## src/rtl/example_mul_share_pkg.sv

```systemverilog
// Shared types and constants for the shared 14x6 multiplier block.
// Operand widths are fixed; the pipeline latency default lives here so the
// top and its DSP stage agree on it.
package example_mul_share_pkg;

    localparam int A_W         = 14;
    localparam int B_W         = 6;
    localparam int P_W         = A_W + B_W;
    localparam int LAT_DEFAULT = 2;
    localparam int MAX_REQ     = 8;
    localparam int MAX_ID_W    = 3;

    typedef struct packed {
        logic [A_W-1:0]      a;
        logic [B_W-1:0]      b;
        logic [MAX_ID_W-1:0] id;
    } mul_req_t;

    typedef struct packed {
        logic [P_W-1:0]      p;
        logic [MAX_ID_W-1:0] id;
    } mul_rsp_t;

    // Tag width for a given requester count, never below one bit.
    function automatic int id_width(input int n);
        return (n > 1) ? $clog2(n) : 1;
    endfunction

endpackage

```

## src/rtl/example_mul_share_arb_if.sv

```systemverilog
// Request/response bus of the shared multiplier.
// master = requester side (bench or upstream stages), slave = the arbiter.
interface example_mul_share_arb_if #(
    parameter int NUM_REQ = 4
);
    localparam int ID_W = example_mul_share_pkg::id_width(NUM_REQ);

    logic [NUM_REQ-1:0]                            req_valid;
    logic [NUM_REQ-1:0]                            req_ready;
    logic [NUM_REQ*example_mul_share_pkg::A_W-1:0] req_a;
    logic [NUM_REQ*example_mul_share_pkg::B_W-1:0] req_b;
    logic                                          rsp_valid;
    logic                                          rsp_ready;
    logic [example_mul_share_pkg::P_W-1:0]         rsp_p;
    logic [ID_W-1:0]                               rsp_id;

    modport master (
        output req_valid, req_a, req_b, rsp_ready,
        input  req_ready, rsp_valid, rsp_p, rsp_id
    );

    modport slave (
        input  req_valid, req_a, req_b, rsp_ready,
        output req_ready, rsp_valid, rsp_p, rsp_id
    );

endinterface

```

## src/rtl/example_mul_share_dsp.sv

```systemverilog
// LAT-stage signed x zero-extended-unsigned multiply pipeline.
// Stage 1 registers the operands and tag; the product is formed from the
// stage-1 registers and carried through any remaining stages. The whole
// pipeline freezes when en is low so the output holds under backpressure.
module example_mul_share_dsp
    import example_mul_share_pkg::*;
#(
    parameter int LAT  = LAT_DEFAULT,
    parameter int ID_W = 2
) (
    input  logic            clk,
    input  logic            rst,
    input  logic            en,
    input  logic            in_valid,
    input  logic [A_W-1:0]  in_a,
    input  logic [B_W-1:0]  in_b,
    input  logic [ID_W-1:0] in_id,
    output logic            out_valid,
    output logic [P_W-1:0]  out_p,
    output logic [ID_W-1:0] out_id,
    output logic            any_valid
);

    logic [LAT-1:0]        vld_q;
    logic [ID_W-1:0]       id_q [LAT];
    logic [A_W-1:0]        a_q;
    logic [B_W-1:0]        b_q;
    logic signed [P_W-1:0] a_ext;
    logic signed [P_W-1:0] b_ext;
    logic signed [P_W-1:0] prod;

    // Stage 1 captures operands; valid and tag shift through every stage.
    always_ff @(posedge clk) begin
        if (rst) begin
            vld_q <= '0;
            a_q   <= '0;
            b_q   <= '0;
            for (int s = 0; s < LAT; s++) begin
                id_q[s] <= '0;
            end
        end else if (en) begin
            vld_q[0] <= in_valid;
            id_q[0]  <= in_id;
            a_q      <= in_a;
            b_q      <= in_b;
            for (int s = 1; s < LAT; s++) begin
                vld_q[s] <= vld_q[s-1];
                id_q[s]  <= id_q[s-1];
            end
        end
    end

    // a is sign-extended, b zero-extended, so the 20-bit product is exact.
    assign a_ext = {{(P_W-A_W){a_q[A_W-1]}}, a_q};
    assign b_ext = {{(P_W-B_W){1'b0}}, b_q};
    assign prod  = a_ext * b_ext;

    generate
        if (LAT == 1) begin : g_lat1
            assign out_p = prod;
        end else begin : g_latn
            logic [P_W-1:0] p_q [LAT-1];

            // Product stages after the operand register.
            always_ff @(posedge clk) begin
                if (rst) begin
                    for (int s = 0; s < LAT-1; s++) begin
                        p_q[s] <= '0;
                    end
                end else if (en) begin
                    p_q[0] <= prod;
                    for (int s = 1; s < LAT-1; s++) begin
                        p_q[s] <= p_q[s-1];
                    end
                end
            end

            assign out_p = p_q[LAT-2];
        end
    endgenerate

    assign out_valid = vld_q[LAT-1];
    assign out_id    = id_q[LAT-1];
    assign any_valid = |vld_q;

endmodule

```

## src/rtl/example_mul_share_arb.sv

```systemverilog
// Round-robin front end sharing one 14x6 multiplier among NUM_REQ requesters.
// Holds the grant pointer, the stall logic and the optional grant counters.
// Optional feature: define MUL_SHARE_STATS_EN to add stat_clr/stat_cnt and
// per-requester 16-bit saturating grant counters.
module example_mul_share_arb
    import example_mul_share_pkg::*;
#(
    parameter int NUM_REQ = 4,
    parameter int LAT     = LAT_DEFAULT
) (
    input  logic                   ap_clk,
    input  logic                   ap_rst,
    example_mul_share_arb_if.slave bus,
`ifdef MUL_SHARE_STATS_EN
    input  logic                   stat_clr,
    output logic [NUM_REQ*16-1:0]  stat_cnt,
`endif
    output logic                   busy
);

    localparam int ID_W = id_width(NUM_REQ);

    logic [ID_W-1:0] rr_ptr;
    logic [ID_W-1:0] grant_idx;
    logic [ID_W-1:0] next_ptr;
    logic            grant_found;
    logic            stall;
    logic            take;
    logic [A_W-1:0]  sel_a;
    logic [B_W-1:0]  sel_b;

    assign stall = bus.rsp_valid & ~bus.rsp_ready;
    assign take  = grant_found & ~stall;

    // Search from rr_ptr upward, then wrap to the indices below it.
    always_comb begin
        grant_found = 1'b0;
        grant_idx   = '0;
        sel_a       = '0;
        sel_b       = '0;
        for (int pass = 0; pass < 2; pass++) begin
            for (int i = 0; i < NUM_REQ; i++) begin
                if (!grant_found && bus.req_valid[i] &&
                    ((pass == 0) == (ID_W'(i) >= rr_ptr))) begin
                    grant_found = 1'b1;
                    grant_idx   = ID_W'(i);
                    sel_a       = bus.req_a[i*A_W +: A_W];
                    sel_b       = bus.req_b[i*B_W +: B_W];
                end
            end
        end
    end

    // One-hot ready for the winner, nothing while the output is stalled.
    always_comb begin
        bus.req_ready = '0;
        for (int i = 0; i < NUM_REQ; i++) begin
            if (take && grant_idx == ID_W'(i)) begin
                bus.req_ready[i] = 1'b1;
            end
        end
    end

    assign next_ptr = (grant_idx == ID_W'(NUM_REQ - 1)) ? '0 : grant_idx + ID_W'(1);

    // Pointer moves just past the winner on every accepted request.
    always_ff @(posedge ap_clk) begin
        if (ap_rst) begin
            rr_ptr <= '0;
        end else if (take) begin
            rr_ptr <= next_ptr;
        end
    end

    example_mul_share_dsp #(
        .LAT  (LAT),
        .ID_W (ID_W)
    ) u_dsp (
        .clk       (ap_clk),
        .rst       (ap_rst),
        .en        (~stall),
        .in_valid  (take),
        .in_a      (sel_a),
        .in_b      (sel_b),
        .in_id     (grant_idx),
        .out_valid (bus.rsp_valid),
        .out_p     (bus.rsp_p),
        .out_id    (bus.rsp_id),
        .any_valid (busy)
    );

`ifdef MUL_SHARE_STATS_EN
    logic [15:0] cnt_q [NUM_REQ];

    // Saturating grant counters; a clear beats a same-cycle grant.
    always_ff @(posedge ap_clk) begin
        if (ap_rst || stat_clr) begin
            for (int i = 0; i < NUM_REQ; i++) begin
                cnt_q[i] <= '0;
            end
        end else if (take) begin
            for (int i = 0; i < NUM_REQ; i++) begin
                if (grant_idx == ID_W'(i) && cnt_q[i] != 16'hFFFF) begin
                    cnt_q[i] <= cnt_q[i] + 16'd1;
                end
            end
        end
    end

    // Flatten the counters onto the packed output.
    always_comb begin
        stat_cnt = '0;
        for (int i = 0; i < NUM_REQ; i++) begin
            stat_cnt[i*16 +: 16] = cnt_q[i];
        end
    end
`endif

endmodule

```

## src/flat_wrapper.sv

```systemverilog
// flat-port wrapper written by rule: the top's interface ports become plain ports
module example_mul_share_arb_flat import example_mul_share_pkg::*;
#(
    parameter int NUM_REQ = 4,
    parameter int LAT     = LAT_DEFAULT
)
  (ap_clk, ap_rst, busy, bus_req_valid, bus_req_a, bus_req_b, bus_rsp_ready, bus_req_ready, bus_rsp_valid, bus_rsp_p, bus_rsp_id);
  example_mul_share_arb_if #(.NUM_REQ(NUM_REQ)) bus_i ();
  input  logic ap_clk;
  input  logic ap_rst;
  output logic busy;
  input wire logic [$bits(bus_i.req_valid)-1:0] bus_req_valid;
  input wire logic [$bits(bus_i.req_a)-1:0] bus_req_a;
  input wire logic [$bits(bus_i.req_b)-1:0] bus_req_b;
  input wire logic [$bits(bus_i.rsp_ready)-1:0] bus_rsp_ready;
  output wire logic [$bits(bus_i.req_ready)-1:0] bus_req_ready;
  output wire logic [$bits(bus_i.rsp_valid)-1:0] bus_rsp_valid;
  output wire logic [$bits(bus_i.rsp_p)-1:0] bus_rsp_p;
  output wire logic [$bits(bus_i.rsp_id)-1:0] bus_rsp_id;
  assign bus_i.req_valid = bus_req_valid;
  assign bus_i.req_a = bus_req_a;
  assign bus_i.req_b = bus_req_b;
  assign bus_i.rsp_ready = bus_rsp_ready;
  assign bus_req_ready = bus_i.req_ready;
  assign bus_rsp_valid = bus_i.rsp_valid;
  assign bus_rsp_p = bus_i.rsp_p;
  assign bus_rsp_id = bus_i.rsp_id;
  example_mul_share_arb #(.NUM_REQ(NUM_REQ), .LAT(LAT)) u_core (.ap_clk(ap_clk), .ap_rst(ap_rst), .bus(bus_i), .busy(busy));
endmodule
```

## config.mk

```make
export PLATFORM = sky130hd
export DESIGN_NAME = example_mul_share_arb_flat
export DESIGN_NICKNAME = d
export VERILOG_FILES = /design/src/rtl/example_mul_share_pkg.sv /design/src/rtl/example_mul_share_arb_if.sv /design/src/rtl/example_mul_share_dsp.sv /design/src/rtl/example_mul_share_arb.sv /design/src/flat_wrapper.sv
export SDC_FILE = /design/constraint.sdc
export NUM_CORES = 1
export LEC_CHECK = 0
export BUFFER_PORTS_ARGS = -buffer_cell sky130_fd_sc_hd__buf_2
export CAP_MARGIN = 0
export CORE_MARGIN = 2
export CORE_UTILIZATION = 62
export CTS_CLUSTER_SIZE = 25
export DETAILED_ROUTE_END_ITERATION = 6
export HOLD_SLACK_MARGIN = 0.05
export PLACE_DENSITY = 0.94
export SKIP_LAST_GASP = 1
export SLEW_MARGIN = 5
export SYNTH_ARGS = -nofsm -noshare
export SYNTH_HDL_FRONTEND = slang
export SYNTH_SLANG_ARGS = --single-unit
```

## constraint.sdc

```tcl
create_clock -name ap_clk -period 11.2 [get_ports ap_clk]
set_input_delay 0.56 -clock ap_clk [delete_from_list [all_inputs] [get_ports ap_clk]]
set_output_delay 0.56 -clock ap_clk [all_outputs]
set_load 0.1 [all_outputs]
```

# Word level (Yosys, flattened, before mapping)
# Memories as Yosys holds them, arrays and structs flattened.
# Cells that the tools add are included.
totals:
  output_inout_bits: 28
  input_bits: 87
  ramBits: 24
  word_cells: 99
  romBits: 0
  latchBits: 0
  mem_count: 2
  ff_bits: 24
mem_list:
  columns: ["memory", "words", "width", "read_ports", "rd_clocked_by_memory_dff", "write_ports", "line", "rtl"]
  rows:
  - ["u_core.u_dsp.g_latn.p_q", 1, 20, 1, 0, 1, "example_mul_share_dsp.sv:62", "logic [P_W-1:0] p_q [LAT-1];"]
  - ["u_core.u_dsp.id_q", 2, 2, 2, 0, 2, "example_mul_share_dsp.sv:25", "logic [ID_W-1:0] id_q [LAT];"]
classes:
  n_addsub: 1
  bitwise: 10
  magnitude_cmp: 4
  div: 0
  n_mul: 1
  muxes: 45
  shifts: 0
  n_eq_ne: 3
  reduce_logical: 29
op_table:
  columns: ["operator", "n"]
  rows:
  - ["14-bit 2-to-1 mux", 8]
  - ["6-bit 2-to-1 mux", 8]
  - ["14-bit by 7-bit multiplier with 20-bit output", 1]
  - ["20-bit 2-to-1 mux", 1]
  - ["20-bit OR reduction", 1]
  - ["1-bit logical AND", 19]
  - ["1-bit 2-to-1 mux", 19]
  - ["2-bit 2-to-1 mux", 9]
  - ["1-bit logical NOT", 7]
  - ["1-bit NOT", 6]
  - ["2-bit equality test (second input constant)", 2]
  - ["1-bit by 2-bit >= comparator with 1-bit output (first input constant)", 2]
  - ["2-bit >= comparator (first input constant)", 2]
  - ["2-bit by 1-bit adder with 2-bit output (second input constant)", 1]
  - ["1-bit bitwise AND", 2]
  - ["2-bit by 1-bit equality test with 1-bit output (second input constant)", 1]
  - ["2-bit logical NOT", 1]
  - ["1-bit OR", 2]
  - ["2-bit OR reduction", 1]

# Depth between registers and ports, before layout
logic_depth:
  depth_word: 34
  mapped_depth: 18
  depth_no_buf: 17

# Hierarchy
# From an unflattened synthesis, not the netlist that was laid out.
hier_totals:
  hier_cells: 721
  area_unflattened_um2: 6105.9
by_module_without_submodules:
  columns: ["module", "instances", "cells_per_inst", "seq_area_each_um2", "area_each_um2"]
  rows:
  - ["example_mul_share_dsp", 1, 487, 1161.1, 4705.8]
  - ["example_mul_share_arb", 1, 234, 40.0, 1400.1]

# Least setup slack after synthesis
# OpenSTA, ideal clock, no wires.
synth_path:
  kind: "flip-flop to flip-flop"
  start: "register u_core.u_dsp.b_q[3]"
  end: "memory u_core.u_dsp.g_latn.p_q[0][18] in the netlist's numbering, data pin"
  synth_period_minus_slack_ns: 4.628
  setup_slack_ns: 6.572
  required_time_ns: 10.937
  stages_incl_launch_ff: 18
  setup_time_ns: 0.263
  n_path_buf: 1
  arrival_time_ns: 4.364
  path_cell_list: "dfxtp_1 -> clkbuf_1 -> and2_1 -> fa_1 -> inv_1 -> fa_1 -> inv_1 -> fa_1 -> inv_1 -> fa_1 -> inv_1 -> ha_1 -> a2111oi_4 -> o21ai_2 -> a311oi_2 -> nor2_1 -> o31ai_2 -> mux2i_1"
synth_via:
  elab_chain_len: 2
synth_lines:
  columns: ["element", "line", "rtl"]
  rows:
  - ["start: declaration", "example_mul_share_dsp.sv:27", "logic [B_W-1:0] b_q;"]
  - ["start signal: assignment", "example_mul_share_dsp.sv:45", "b_q <= in_b;"]
  - ["14-bit by 7-bit multiplier with 20-bit output", "example_mul_share_dsp.sv:56", "assign prod = a_ext * b_ext;"]
  - ["20-bit 2-to-1 mux (no line)", null, null]
  - ["end: declaration", "example_mul_share_dsp.sv:62", null]
# No other way between the ends.

# Worst setup path after layout
layout_path:
  start: "register u_core.u_dsp.b_q[1]"
  end: "memory u_core.u_dsp.g_latn.p_q[0][17] in the netlist's numbering, data pin"
# Same word-level chain as after synthesis.

==> results.json <==
{
  "worstMarginPinSlew_ns": 1.32,
  "cp_max_fo": 15,
  "gr-total-overflow": 0,
  "chipHeight_um": 102,
  "max-cap-violations": 0,
  "fin_crit_ns": 5.08,
  "finalWeightedCongestion": 0.880,
  "synthSimpleGateAreaFrac": 0.166,
  "drc": 1,
  "clk_path_buf_depth": 2,
  "vias_per_cell": 6.13,
  "r2r_end": "u_core.u_dsp.g_latn.p_q[0][17]",
  "yosysUniqueCellTypes": 54,
  "synth_edf_count": 24,
  "cts_max_level": 2,
  "fin_util": 0.714,
  "hp-start": "u_core.u_dsp.vld_q[0]",
  "coreArea_sq_um": 9240,
  "clock-sinks": 48,
  "fmax_ghz": 0.197,
  "min_to": "u_core.u_dsp.vld_q[1]",
  "synthTopCellsByArea": "fa_1 19%, edfxtp_1 12%, ha_1 9.1%, and2_1 8.1%, dfxtp_1 8.1%",
  "powerDensity_nw_per_um2": 132,
  "antenna_left": 0,
  "max_slew_margin": 0.117,
  "synth.area.mux_share": 0.00506,
  "worstHoldPathType": "reg2reg",
  "wl_per_cell_um": 16.9,
  "rows": 35,
  "crit_required_ns": 11.25,
  "routed_wirelength_mm": 14.9,
  "syn_nets": 856,
  "finalHoldViolations": 0,
  "irDropWorstVdd_uv": 93.0,
  "synth_common_cells": "102 x inv_1, 77 x and2_1, 57 x fa_1, 53 x a21oi_1, 45 x nor2_1",
  "drt_iter0_markers": 468,
  "rsz0062_at_grt": "false",
  "setup_violations": 0,
  "vias": 5385,
  "worstSetupStartpointType": "flip-flop",
  "grt_pass1_vias": 5187,
  "yosys.area_share.adder": 0.283,
  "synth.most_common_cell": "inv_1",
  "num-nets-final": 935,
  "synth.avg_cell_area_sq_um": 8.86,
  "cts_buffers": 5,
  "root_buffer": "clkbuf_8",
  "cts_hold_buf": 0,
  "clock_latency_ns": 0.31,
  "grt_pass1_wl_mm": 24.4,
  "power_mw": 0.871,
  "violations": "DRC",
  "rrSetupSlack_ns": 6.12,
  "port_buffers": 114,
  "clock_skew_ns": 0.00913,
  "synth_top_family_by_area": "adder cells",
  "drive_above_1_share": 0.184,
  "ys_async_sr_fraction": 0,
  "min_period_over_period": 0.454,
  "grt_max_degree": 50,
  "reg2reg_depth": 16,
  "yosysSeqAreaShare": 0.203,
  "critPathArrivalTime_ns": 5.13,
  "synth_warnings": 0,
  "yosysTopAreaCellShare": 0.192,
  "initial_core_util": 0.642,
  "hpwl_mm": 11.4,
  "cts.clk_slew.worst_paths_ns": 0.09,
  "tns_ns": 0,
  "synth-xor-area-share": 0.0236,
  "grt_usage": 0.294,
  "drtPass1Iterations": 7,
  "die-area_sq_um": 10400,
  "worst_slack_ns": 6.12,
  "syn_area_sq_um": 5930,
  "ios": 115,
  "endpoint_kind": "flip-flop",
  "cts_resized": 0,
  "drv_slew": 0,
  "min_path_cells": 2,
  "antenna_found_initial": 0,
  "syn_to_final_growth_pct": 11.3,
  "dieWidth_um": 102,
  "postCtsSetupBuffers": 0,
  "numPlacedInstances": 870,
  "cts_tree": "built",
  "power.leakage_nw": 3.37,
  "ys.flop_type": "edfxtp_1",
  "syn-instance-count": 669,
  "reg2reg_from": "u_core.u_dsp.b_q[1]",
  "pre_cts_ws_ns": 6.24,
  "synth-compound-area-share": 0.223,
  "fin_cells": 878,
  "status": "finished, violations left",
  "diodes": 0,
  "path_class": "reg2reg",
  "yosysTopAreaCell": "fa_1",
  "synth-seq-cells": 48
}
==> worst max-delay path, cell delays in order, from the launching register on <==
cell	delay (ns)
dfxtp_1	0.45
and2_1	0.24
fa_1	0.54
inv_1	0.07
fa_1	0.53
inv_1	0.06
fa_1	0.52
inv_1	0.05
fa_1	0.53
inv_1	0.04
ha_1	0.37
a21oi_1	0.28
o31ai_2	0.16
o211a_1	0.32
o31ai_1	0.31
nor3b_1	0.28
nor3_2	0.07
==> how the worst max path moves through the flow <==
stage	startpoint	endpoint	slack, ns	depth (start not counted)
floorplan	u_core.u_dsp.b_q[3]	u_core.u_dsp.g_latn.p_q[0][18]	6.57	17
global placement	u_core.u_dsp.b_q[1]	u_core.u_dsp.g_latn.p_q[0][18]	6.39	16
detailed placement	u_core.u_dsp.b_q[1]	u_core.u_dsp.g_latn.p_q[0][17]	6.24	16
CTS	u_core.u_dsp.b_q[1]	u_core.u_dsp.g_latn.p_q[0][17]	6.17	16
global route	u_core.u_dsp.b_q[1]	u_core.u_dsp.g_latn.p_q[0][17]	5.88	16
finish	u_core.u_dsp.b_q[1]	u_core.u_dsp.g_latn.p_q[0][17]	6.12	16
==> power by group <==
| part | total (mW) | internal, mW | switching [mW] |
|---|---|---|---|
| clock | 0.119 | 0.0580 | 0.0614 |
| combinational | 0.492 | 0.157 | 0.335 |
| sequential | 0.259 | 0.219 | 0.0401 |
| total | 0.871 | 0.434 | 0.436 |
==> layer usage <==
metal | track usage | vias up | routed length (um)
met1 | 0.380 | 2552 | 5950
met2 | 0.523 | 333 | 7400
met3 | 0.0455 | 17 | 1340
met5 | 0 | - | 0
met4 | 0.0644 | 0 | 175
li1 | - | 2483 | -
==> flip-flops by register name (all words and copies together), names as in the netlist <==
| signal | flops |
|---|---|
| u_core.u_dsp.g_latn.p_q | 20 |
| u_core.u_dsp.b_q | 6 |
| u_core.u_dsp.id_q | 4 |
| u_core.rr_ptr | 2 |
| u_core.u_dsp.vld_q | 2 |
| u_core.u_dsp.a_q | 14 |
==> cell usage in the layout, fill, tap and decap left out, types with 3 or more instances in the layout <==
master,Yosys,final
edfxtp_1,24,24
and2_1,77,77
dfxtp_1,24,24
a21boi_0,3,3
o221ai_1,20,20
xnor2_1,10,10
o21a_1,3,3
fa_1,57,57
buf_2,8,114
a21oi_1,53,53
a21o_1,9,9
mux2i_1,3,3
a22oi_1,21,21
nand3_1,4,4
nand2_1,26,26
a221o_1,20,20
clkbuf_8,0,5
nand4_1,3,3
inv_1,102,102
o21ai_0,7,7
nand2b_1,4,4
xor2_1,6,6
a222oi_1,20,20
nor2_1,45,45
ha_1,43,43
or3_1,3,3
nor3_1,5,5
==> logic make-up after synthesis <==
logic type / count (synthesis)
AO/OA/AOI/OAI: 173
XOR/XNOR: 16
adder cells (fa/ha/maj): 100
buffers and inverters: 145
flip-flops: 48
multiplexers: 3
AND/OR/NAND/NOR: 184
==> cell type report <==
type,count,area [sq um]
Multi-Input combinational cell,476,4180
Fill cell,676,2640
Sequential cell,48,1200
Timing Repair Buffer,115,578
Inverter,102,383
Tap cell,129,161
Clock buffer,8,101
==> through the flow <==
step	hold WS, ns	area, sq um
after CTS	0.520	6590
after global routing	0.533	6600
after detailed placement	0.504	6490
after floorplan	0.456	5930
after global placement	0.478	6490
final	0.523	6600
(Power assumes the default switching activity.)
